`src/rtl/register_file_mp_if.sv`:
```
// Bus bundle for register_file_mp: write ports, read ports and scoreboard control.
// The master side (decode/writeback) drives addresses, data and scoreboard
// commands; the slave side (the register file) returns read data and busy state.
interface register_file_mp_if #(
    parameter int DATA_W = 32,
    parameter int NREGS  = 32,
    parameter int NRD    = 2,
    parameter int NWR    = 2
) ();
    localparam int AW = (NREGS > 1) ? $clog2(NREGS) : 1;

    logic [NWR-1:0]        wen;
    logic [NWR*AW-1:0]     wsel;
    logic [NWR*DATA_W-1:0] wdat;
    logic [NRD*AW-1:0]     rsel;
    logic [NRD*DATA_W-1:0] rdat;
    logic [NRD-1:0]        rd_busy;
    logic                  sb_set;
    logic [AW-1:0]         sb_sel;
    logic                  sb_flush;
    logic [NREGS-1:0]      busy_vec;

    modport master (
        output wen, wsel, wdat, rsel, sb_set, sb_sel, sb_flush,
        input  rdat, rd_busy, busy_vec
    );

    modport slave (
        input  wen, wsel, wdat, rsel, sb_set, sb_sel, sb_flush,
        output rdat, rd_busy, busy_vec
    );
endinterface

```
`src/rtl/register_file_mp.sv`:
```
// Parametrised multi-port register file with a per-register busy scoreboard.
// - NWR write ports, highest-index port wins on a same-register conflict.
// - NRD combinational read ports returning data and the busy bit.
// - ZERO_REG = 1 hardwires register 0 to zero and never marks it busy.
// - Scoreboard priority per register: flush, then set, then write-clear.
// Optional feature macro: RF_BYPASS_EN (write-through bypass on the read
// ports; same-cycle write data and scoreboard set are forwarded).
module register_file_mp #(
    parameter int DATA_W   = 32,
    parameter int NREGS    = 32,
    parameter int NRD      = 2,
    parameter int NWR      = 2,
    parameter int ZERO_REG = 1
) (
    input logic               CLK,
    input logic               nRST,
    register_file_mp_if.slave bus
);
    localparam int AW      = (NREGS > 1) ? $clog2(NREGS) : 1;
    localparam bit ZERO_EN = (ZERO_REG != 0);

    // Storage and scoreboard state
    logic [DATA_W-1:0] regs_q [NREGS];
    logic [DATA_W-1:0] regs_d [NREGS];
    logic [NREGS-1:0]  busy_q;
    logic [NREGS-1:0]  busy_d;

    // Unpacked views of the flattened write-port buses
    logic [AW-1:0]     wsel_s [NWR];
    logic [DATA_W-1:0] wdat_s [NWR];
    logic [NWR-1:0]    wen_eff_s;   // write enable after dropping register-0 writes
    logic [NREGS-1:0]  wr_hit_s;    // registers targeted by an effective write

    // Read-side results before they leave through the interface
    logic [NRD*DATA_W-1:0] rdat_s;
    logic [NRD-1:0]        rd_busy_s;

    // Slice the flattened write buses and qualify each port's enable
    always_comb begin
        for (int k = 0; k < NWR; k++) begin
            wsel_s[k] = bus.wsel[k*AW +: AW];
            wdat_s[k] = bus.wdat[k*DATA_W +: DATA_W];
            if (ZERO_EN && (bus.wsel[k*AW +: AW] == {AW{1'b0}})) begin
                wen_eff_s[k] = 1'b0;
            end else begin
                wen_eff_s[k] = bus.wen[k];
            end
        end
    end

    // Next register contents: ascending port order so the highest port wins
    always_comb begin
        regs_d   = regs_q;
        wr_hit_s = {NREGS{1'b0}};
        for (int k = 0; k < NWR; k++) begin
            if (wen_eff_s[k]) begin
                regs_d[wsel_s[k]]   = wdat_s[k];
                wr_hit_s[wsel_s[k]] = 1'b1;
            end else begin
                wr_hit_s[wsel_s[k]] = wr_hit_s[wsel_s[k]];
            end
        end
    end

    // Next scoreboard: flush beats set, set beats a completing write
    always_comb begin
        busy_d = busy_q;
        for (int r = 0; r < NREGS; r++) begin
            if (bus.sb_flush) begin
                busy_d[r] = 1'b0;
            end else if (bus.sb_set && (bus.sb_sel == AW'(r)) && !(ZERO_EN && (r == 0))) begin
                busy_d[r] = 1'b1;
            end else if (wr_hit_s[r]) begin
                busy_d[r] = 1'b0;
            end else begin
                busy_d[r] = busy_q[r];
            end
        end
    end

    // Combinational read ports, optionally forwarding same-cycle writes
    always_comb begin
        logic [AW-1:0]     addr_v;
        logic [DATA_W-1:0] data_v;
        logic              busy_v;
        rdat_s    = {(NRD*DATA_W){1'b0}};
        rd_busy_s = {NRD{1'b0}};
        addr_v    = {AW{1'b0}};
        data_v    = {DATA_W{1'b0}};
        busy_v    = 1'b0;
        for (int p = 0; p < NRD; p++) begin
            addr_v = bus.rsel[p*AW +: AW];
            data_v = regs_q[addr_v];
            busy_v = busy_q[addr_v];
`ifdef RF_BYPASS_EN
            // Ascending scan: the last matching port is the conflict winner
            for (int k = 0; k < NWR; k++) begin
                if (wen_eff_s[k] && (wsel_s[k] == addr_v)) begin
                    data_v = wdat_s[k];
                    busy_v = bus.sb_set && (bus.sb_sel == addr_v);
                end else begin
                    data_v = data_v;
                end
            end
`endif
            if (ZERO_EN && (addr_v == {AW{1'b0}})) begin
                data_v = {DATA_W{1'b0}};
                busy_v = 1'b0;
            end else begin
                data_v = data_v;
            end
            rdat_s[p*DATA_W +: DATA_W] = data_v;
            rd_busy_s[p]               = busy_v;
        end
    end

    // State flops: async clear of every register and busy bit
    always_ff @(posedge CLK or negedge nRST) begin
        if (!nRST) begin
            for (int r = 0; r < NREGS; r++) begin
                regs_q[r] <= {DATA_W{1'b0}};
            end
            busy_q <= {NREGS{1'b0}};
        end else begin
            regs_q <= regs_d;
            busy_q <= busy_d;
        end
    end

    assign bus.rdat     = rdat_s;
    assign bus.rd_busy  = rd_busy_s;
    assign bus.busy_vec = busy_q;
endmodule

```
`src/flat_wrapper.sv`:
```
// flat-port wrapper written by rule: the top's interface ports become plain ports
module register_file_mp_flat 
#(
    parameter int DATA_W   = 32,
    parameter int NREGS    = 32,
    parameter int NRD      = 2,
    parameter int NWR      = 2,
    parameter int ZERO_REG = 1
)
  (CLK, nRST, bus_wen, bus_wsel, bus_wdat, bus_rsel, bus_sb_set, bus_sb_sel, bus_sb_flush, bus_rdat, bus_rd_busy, bus_busy_vec);
  register_file_mp_if #(.DATA_W(DATA_W), .NREGS(NREGS), .NRD(NRD), .NWR(NWR)) bus_i ();
  input logic CLK;
  input logic nRST;
  input wire logic [$bits(bus_i.wen)-1:0] bus_wen;
  input wire logic [$bits(bus_i.wsel)-1:0] bus_wsel;
  input wire logic [$bits(bus_i.wdat)-1:0] bus_wdat;
  input wire logic [$bits(bus_i.rsel)-1:0] bus_rsel;
  input wire logic [$bits(bus_i.sb_set)-1:0] bus_sb_set;
  input wire logic [$bits(bus_i.sb_sel)-1:0] bus_sb_sel;
  input wire logic [$bits(bus_i.sb_flush)-1:0] bus_sb_flush;
  output wire logic [$bits(bus_i.rdat)-1:0] bus_rdat;
  output wire logic [$bits(bus_i.rd_busy)-1:0] bus_rd_busy;
  output wire logic [$bits(bus_i.busy_vec)-1:0] bus_busy_vec;
  assign bus_i.wen = bus_wen;
  assign bus_i.wsel = bus_wsel;
  assign bus_i.wdat = bus_wdat;
  assign bus_i.rsel = bus_rsel;
  assign bus_i.sb_set = bus_sb_set;
  assign bus_i.sb_sel = bus_sb_sel;
  assign bus_i.sb_flush = bus_sb_flush;
  assign bus_rdat = bus_i.rdat;
  assign bus_rd_busy = bus_i.rd_busy;
  assign bus_busy_vec = bus_i.busy_vec;
  register_file_mp #(.DATA_W(DATA_W), .NREGS(NREGS), .NRD(NRD), .NWR(NWR), .ZERO_REG(ZERO_REG)) u_core (.CLK(CLK), .nRST(nRST), .bus(bus_i));
endmodule
```
`config.mk`:
```
export PLATFORM = sky130hd
export DESIGN_NAME = register_file_mp_flat
export DESIGN_NICKNAME = d
export VERILOG_FILES = /design/src/rtl/register_file_mp_if.sv /design/src/rtl/register_file_mp.sv /design/src/flat_wrapper.sv
export SDC_FILE = /design/constraint.sdc
export NUM_CORES = 2
export LEC_CHECK = 0
export BUFFER_PORTS_ARGS = -buffer_cell sky130_fd_sc_hd__buf_2
export CORE_ASPECT_RATIO = 0.9
export CORE_UTILIZATION = 45
export DETAILED_ROUTE_END_ITERATION = 6
export GPL_TIMING_DRIVEN = 0
export PLACE_DENSITY = 0.57
export SLEW_MARGIN = 20
export SYNTH_ARGS = -nofsm -noshare
export SYNTH_HDL_FRONTEND = slang
export SYNTH_SLANG_ARGS = --single-unit
```
`constraint.sdc`:
```
create_clock -name CLK -period 3 [get_ports CLK]
set_input_delay 0.45 -clock CLK [delete_from_list [all_inputs] [get_ports CLK]]
set_output_delay 0.45 -clock CLK [all_outputs]
set_load 0.02 [all_outputs]
```
==> results.txt <==
- Dpl cells: 8415
- The checks that failed: setup timing.
* Worst Min Path Start: bus_wdat[37]
- Via count of the first global-routing pass: 57893
- Counting buffers and inverters, the worst setup path is 5 cells deep.
* Class of the tightest hold or removal check: in2reg
* Count of final setup violators: 53
* Crit. End Element: primary output
- Non-filler instance count after layout: 8677
* Largest clock skew in the final design: 0 ps
- Static Leak: 33.1 nW
- Via count: 61631
* Max Freq: 0.291 GHz
- The die is 364 um tall.
* DRC viols: 0
- WHS: 10.9 ps
* Count of buffers from port buffering: 174
- Avg Inst Size Synth: 10.4 um2
- After clock tree synthesis, the clock-pin slew on the worst setup and hold paths is 60 ps.
- The kind of cell with the highest combined delay along the critical path is compound AO/OA/AOI/OAI gates.
- The library cell used most frequently in the layout, excluding fill and tap cells, is sky130_fd_sc_hd__mux2i_1.
- Share of synthesized flip-flops with an asynchronous set or reset: 1.00
- Fin nets: 6720
- FF-to-FF Start: u_core.bus.busy_vec[4]
- Skew-Pair Late Insertion Delay: 790 ps
- During I/O placement, the number of pins put on the boundary was 193.
- DP Wirelength: 253 mm
- The number of buffers and inverters on the critical path is 2.
- Critical Path Start Type: register
- Horizontal extent of the die: 405 um
* GRT Overall Usage: 0.482
- Via-per-instance ratio: 7.10
- TritonCTS built the clock tree.
- Synthesis produced a netlist whose cell count is 6284.
* Root buffer selected by CTS: sky130_fd_sc_hd__clkbuf_16
* Worst path max stage delay: 530 ps
- By startpoint and endpoint, the worst setup path is classified as reg2out.
- The first global-routing pass estimated 486 mm of wire.
* Number of clock sinks: 1055
- Number of cell rows: 132
* Count of TritonRoute iterations in the first routing pass: 7
- Final period util: 1.15
- Nets in the synthesized netlist: 6379
* Starting Density: 0.455
- Area of the mapped netlist: 65600 um2
- For this design the ratio of total power to cell area is 669 nW/um2.
* Worst-case headroom to the max-slew limit: 0.0654
- Dividing the detail-routed wire length by the instance count gives 41.6 um.
- The floorplan step defined a core boundary enclosing 144000 um2.
- In the synthesized netlist the dominant register cell turns out to be sky130_fd_sc_hd__dfrtp_1.
- For the final routed database, the setup TNS stands at -6080 ps.
* Worst reg-to-reg setup slack: 1710 ps
- Length in cells of the worst reg-to-reg path: 3
- The total overflow left after global routing is 0.
- Capture endpoint of the worst hold path: u_core.regs_q[933]
- Max-capacitance violation count: 0
- Counting flops with a built-in enable in the synthesized netlist gives 0.
* Slowest library cell on the worst path: sky130_fd_sc_hd__o211ai_1
- Of the cells placed in the final design, the portion with a size suffix greater than 1 is 0.191.
* Number of CTS-inserted buffers: 121
* Crit path setup slack, layout: -442 ps
- The routed design has 361 mm of wire.
* Sequential-to-total area share from yosys stat: 0.402
* Hold violation total from the final report: 0
- Once layout is complete, the utilization of the core stands at 0.520.
* Period minus WS final: 3440 ps
* Pin count of the biggest net entering global routing: 126
- Unique cell type count in the Yosys netlist: 65
* Highest net fanout along the worst path: 2
* Result of the run: finished, violations left
- Walking the worst path, the cells encountered are buf_4, mux4_2, o211ai_1, o211ai_1, buf_4.
- Area growth syn-to-layout: 14.4%
- The count of nets left with antenna violations once routing finished came out at 0.
- The endpoint identified for the worst register-to-register timing path is u_core.bus.busy_vec[4].
- Synthesized flop and latch total: 1055
- Measured slew at the worst slew-check pin: 1400 ps
- The Yosys step of the flow raised 0 warnings.
- Longest Clk Path Bufs: 3
- Max IR drop VDD: 0.559 mV
* Max-slew violation count: 0
- Along the worst hold path, the cell count comes to 3.
* Commonest non-fill, non-tap cells in the layout: sky130_fd_sc_hd__mux2i_1, sky130_fd_sc_hd__dfrtp_1, sky130_fd_sc_hd__a21oi_1, sky130_fd_sc_hd__nor2_1, sky130_fd_sc_hd__clkbuf_1
- Data required time of the critical path: 2550 ps
* Number of antenna violations at the first check in global routing: 9
* Unrepaired setup endpoints after global routing: true
* Deepest level of the CTS H-tree: 3
* DRT iter0 DRCs: 10540
- CP Data Arrival Time: 2990 ps
- After layout, the design draws a total of 0.0502 W.
* Die area: 147000 um2
* Routability congestion estimate from global placement: 1.07
* Filler cell count: 13434
worst register-to-register path, stage by stage (launching register included):
cell,delay (ps)
sky130_fd_sc_hd__dfrtp_1,450
sky130_fd_sc_hd__nand2_1,100
sky130_fd_sc_hd__o32ai_1,70
sky130_fd_sc_hd__dlygate4sd3_1,560
cells in the mapped netlist, types with 9 or more instances:
cell / number / share of area
sky130_fd_sc_hd__a22oi_1: 226 / 0.026
sky130_fd_sc_hd__o21ai_0: 166 / 0.013
sky130_fd_sc_hd__mux4_2: 402 / 0.14
sky130_fd_sc_hd__nor3_1: 10 / 0.00076
sky130_fd_sc_hd__dfrtp_1: 1055 / 0.40
sky130_fd_sc_hd__o22ai_1: 80 / 0.0076
sky130_fd_sc_hd__o21ai_1: 17 / 0.0013
sky130_fd_sc_hd__buf_6: 24 / 0.0041
sky130_fd_sc_hd__clkbuf_1: 503 / 0.029
sky130_fd_sc_hd__a32oi_1: 28 / 0.0037
sky130_fd_sc_hd__a31oi_1: 24 / 0.0023
sky130_fd_sc_hd__nor2_1: 830 / 0.047
sky130_fd_sc_hd__mux2_2: 10 / 0.0017
sky130_fd_sc_hd__o211ai_1: 186 / 0.021
sky130_fd_sc_hd__nand4_1: 26 / 0.0025
sky130_fd_sc_hd__a21oi_1: 836 / 0.064
sky130_fd_sc_hd__mux2i_1: 1166 / 0.18
sky130_fd_sc_hd__nand2_2: 9 / 0.00086
sky130_fd_sc_hd__buf_2: 168 / 0.013
sky130_fd_sc_hd__nand3_1: 46 / 0.0035
sky130_fd_sc_hd__and3b_1: 11 / 0.0015
sky130_fd_sc_hd__nand2_1: 246 / 0.014
sky130_fd_sc_hd__nor2_2: 14 / 0.0013
sky130_fd_sc_hd__buf_4: 65 / 0.0074
flip-flops by register name (all words and copies together), names as in the netlist:
name / flops
u_core.regs_q: 1024
u_core.bus.busy_vec: 31
final cells by class:
type                       count  area [um2]  share of cell area
multi-input combinational   4445       35900               0.478
antenna                        9        22.5            0.000300
buffer                       770        4640              0.0618
sequential                  1055       26400               0.352
tap                         1943        2430              0.0324
inverter                       8        30.0            0.000400
clock inverter                40         532             0.00708
clock buffer                 183        3570              0.0476
timing repair buffer         224        1570              0.0210
per-stage QoR:
step | instance area [um2] | worst slack (ps)
6_report | 75100 | -442
5_1_grt | 75000 | -391
4_1_cts | 74800 | -251
3_5_place_dp | 69300 | -1270
3_3_place_gp | 68900 | -23650
2_1_floorplan | 65600 | 506
repair_timing:
| action | CTS | global route |
|---|---|---|
| buffers inserted | 8 | 5 |
| hold buffers | 20 | 0 |
| pin swaps | 43 | 30 |
| setup endpoints to repair | 66 | 54 |
| gates resized for setup | 364 | 47 |
| hold endpoints to repair | 90 | 0 |
routing by layer:
| metal | wire [um] | share of wire | vias to the layer above | track usage |
|---|---|---|---|---|
| li1 | - | - | 23895 | - |
| met1 | 132000 | 0.37 | 30881 | 0.614 |
| met2 | 140000 | 0.39 | 5555 | 0.630 |
| met3 | 57200 | 0.16 | 1288 | 0.233 |
| met4 | 31600 | 0.087 | 12 | 0.351 |
| met5 | 218 | 0.00060 | - | 0.00227 |
cell families (layout without fill, tap and decap cells):
kind of cell | after synthesis | after routing | synth area share
AND/OR/NAND/NOR | 1265 | 1265 | 0.0816
multiplexers | 1578 | 1578 | 0.317
XOR/XNOR | 4 | 4 | 0.000534
other | 1 | 10 | 0.0000571
AO/OA/AOI/OAI | 1597 | 1597 | 0.143
buffers and inverters | 784 | 1225 | 0.0549
flip-flops | 1055 | 1055 | 0.402
worst max-delay path by stage:
| stage | startpoint | end | slack, ps |
|---|---|---|---|
| 5_1_grt | u_core.regs_q[905] | bus_rdat[9] | -390 |
| 3_3_place_gp | nRST | u_core.regs_q[527] | -23650 |
| 3_5_place_dp | bus_rsel[5] | bus_rdat[46] | -1270 |
| 6_report | u_core.regs_q[905] | bus_rdat[41] | -440 |
| 4_1_cts | u_core.regs_q[905] | bus_rdat[9] | -250 |
| 2_1_floorplan | bus_rsel[5] | bus_rdat[49] | 510 |
where the power goes:
part	internal [W]	switching, W	total (W)
clock network	0.00898	0.00699	0.0160
logic	0.00633	0.00693	0.0133
registers	0.0179	0.00305	0.0210
total	0.0332	0.0170	0.0502
Note: power is estimated with default switching activity, not from simulation.
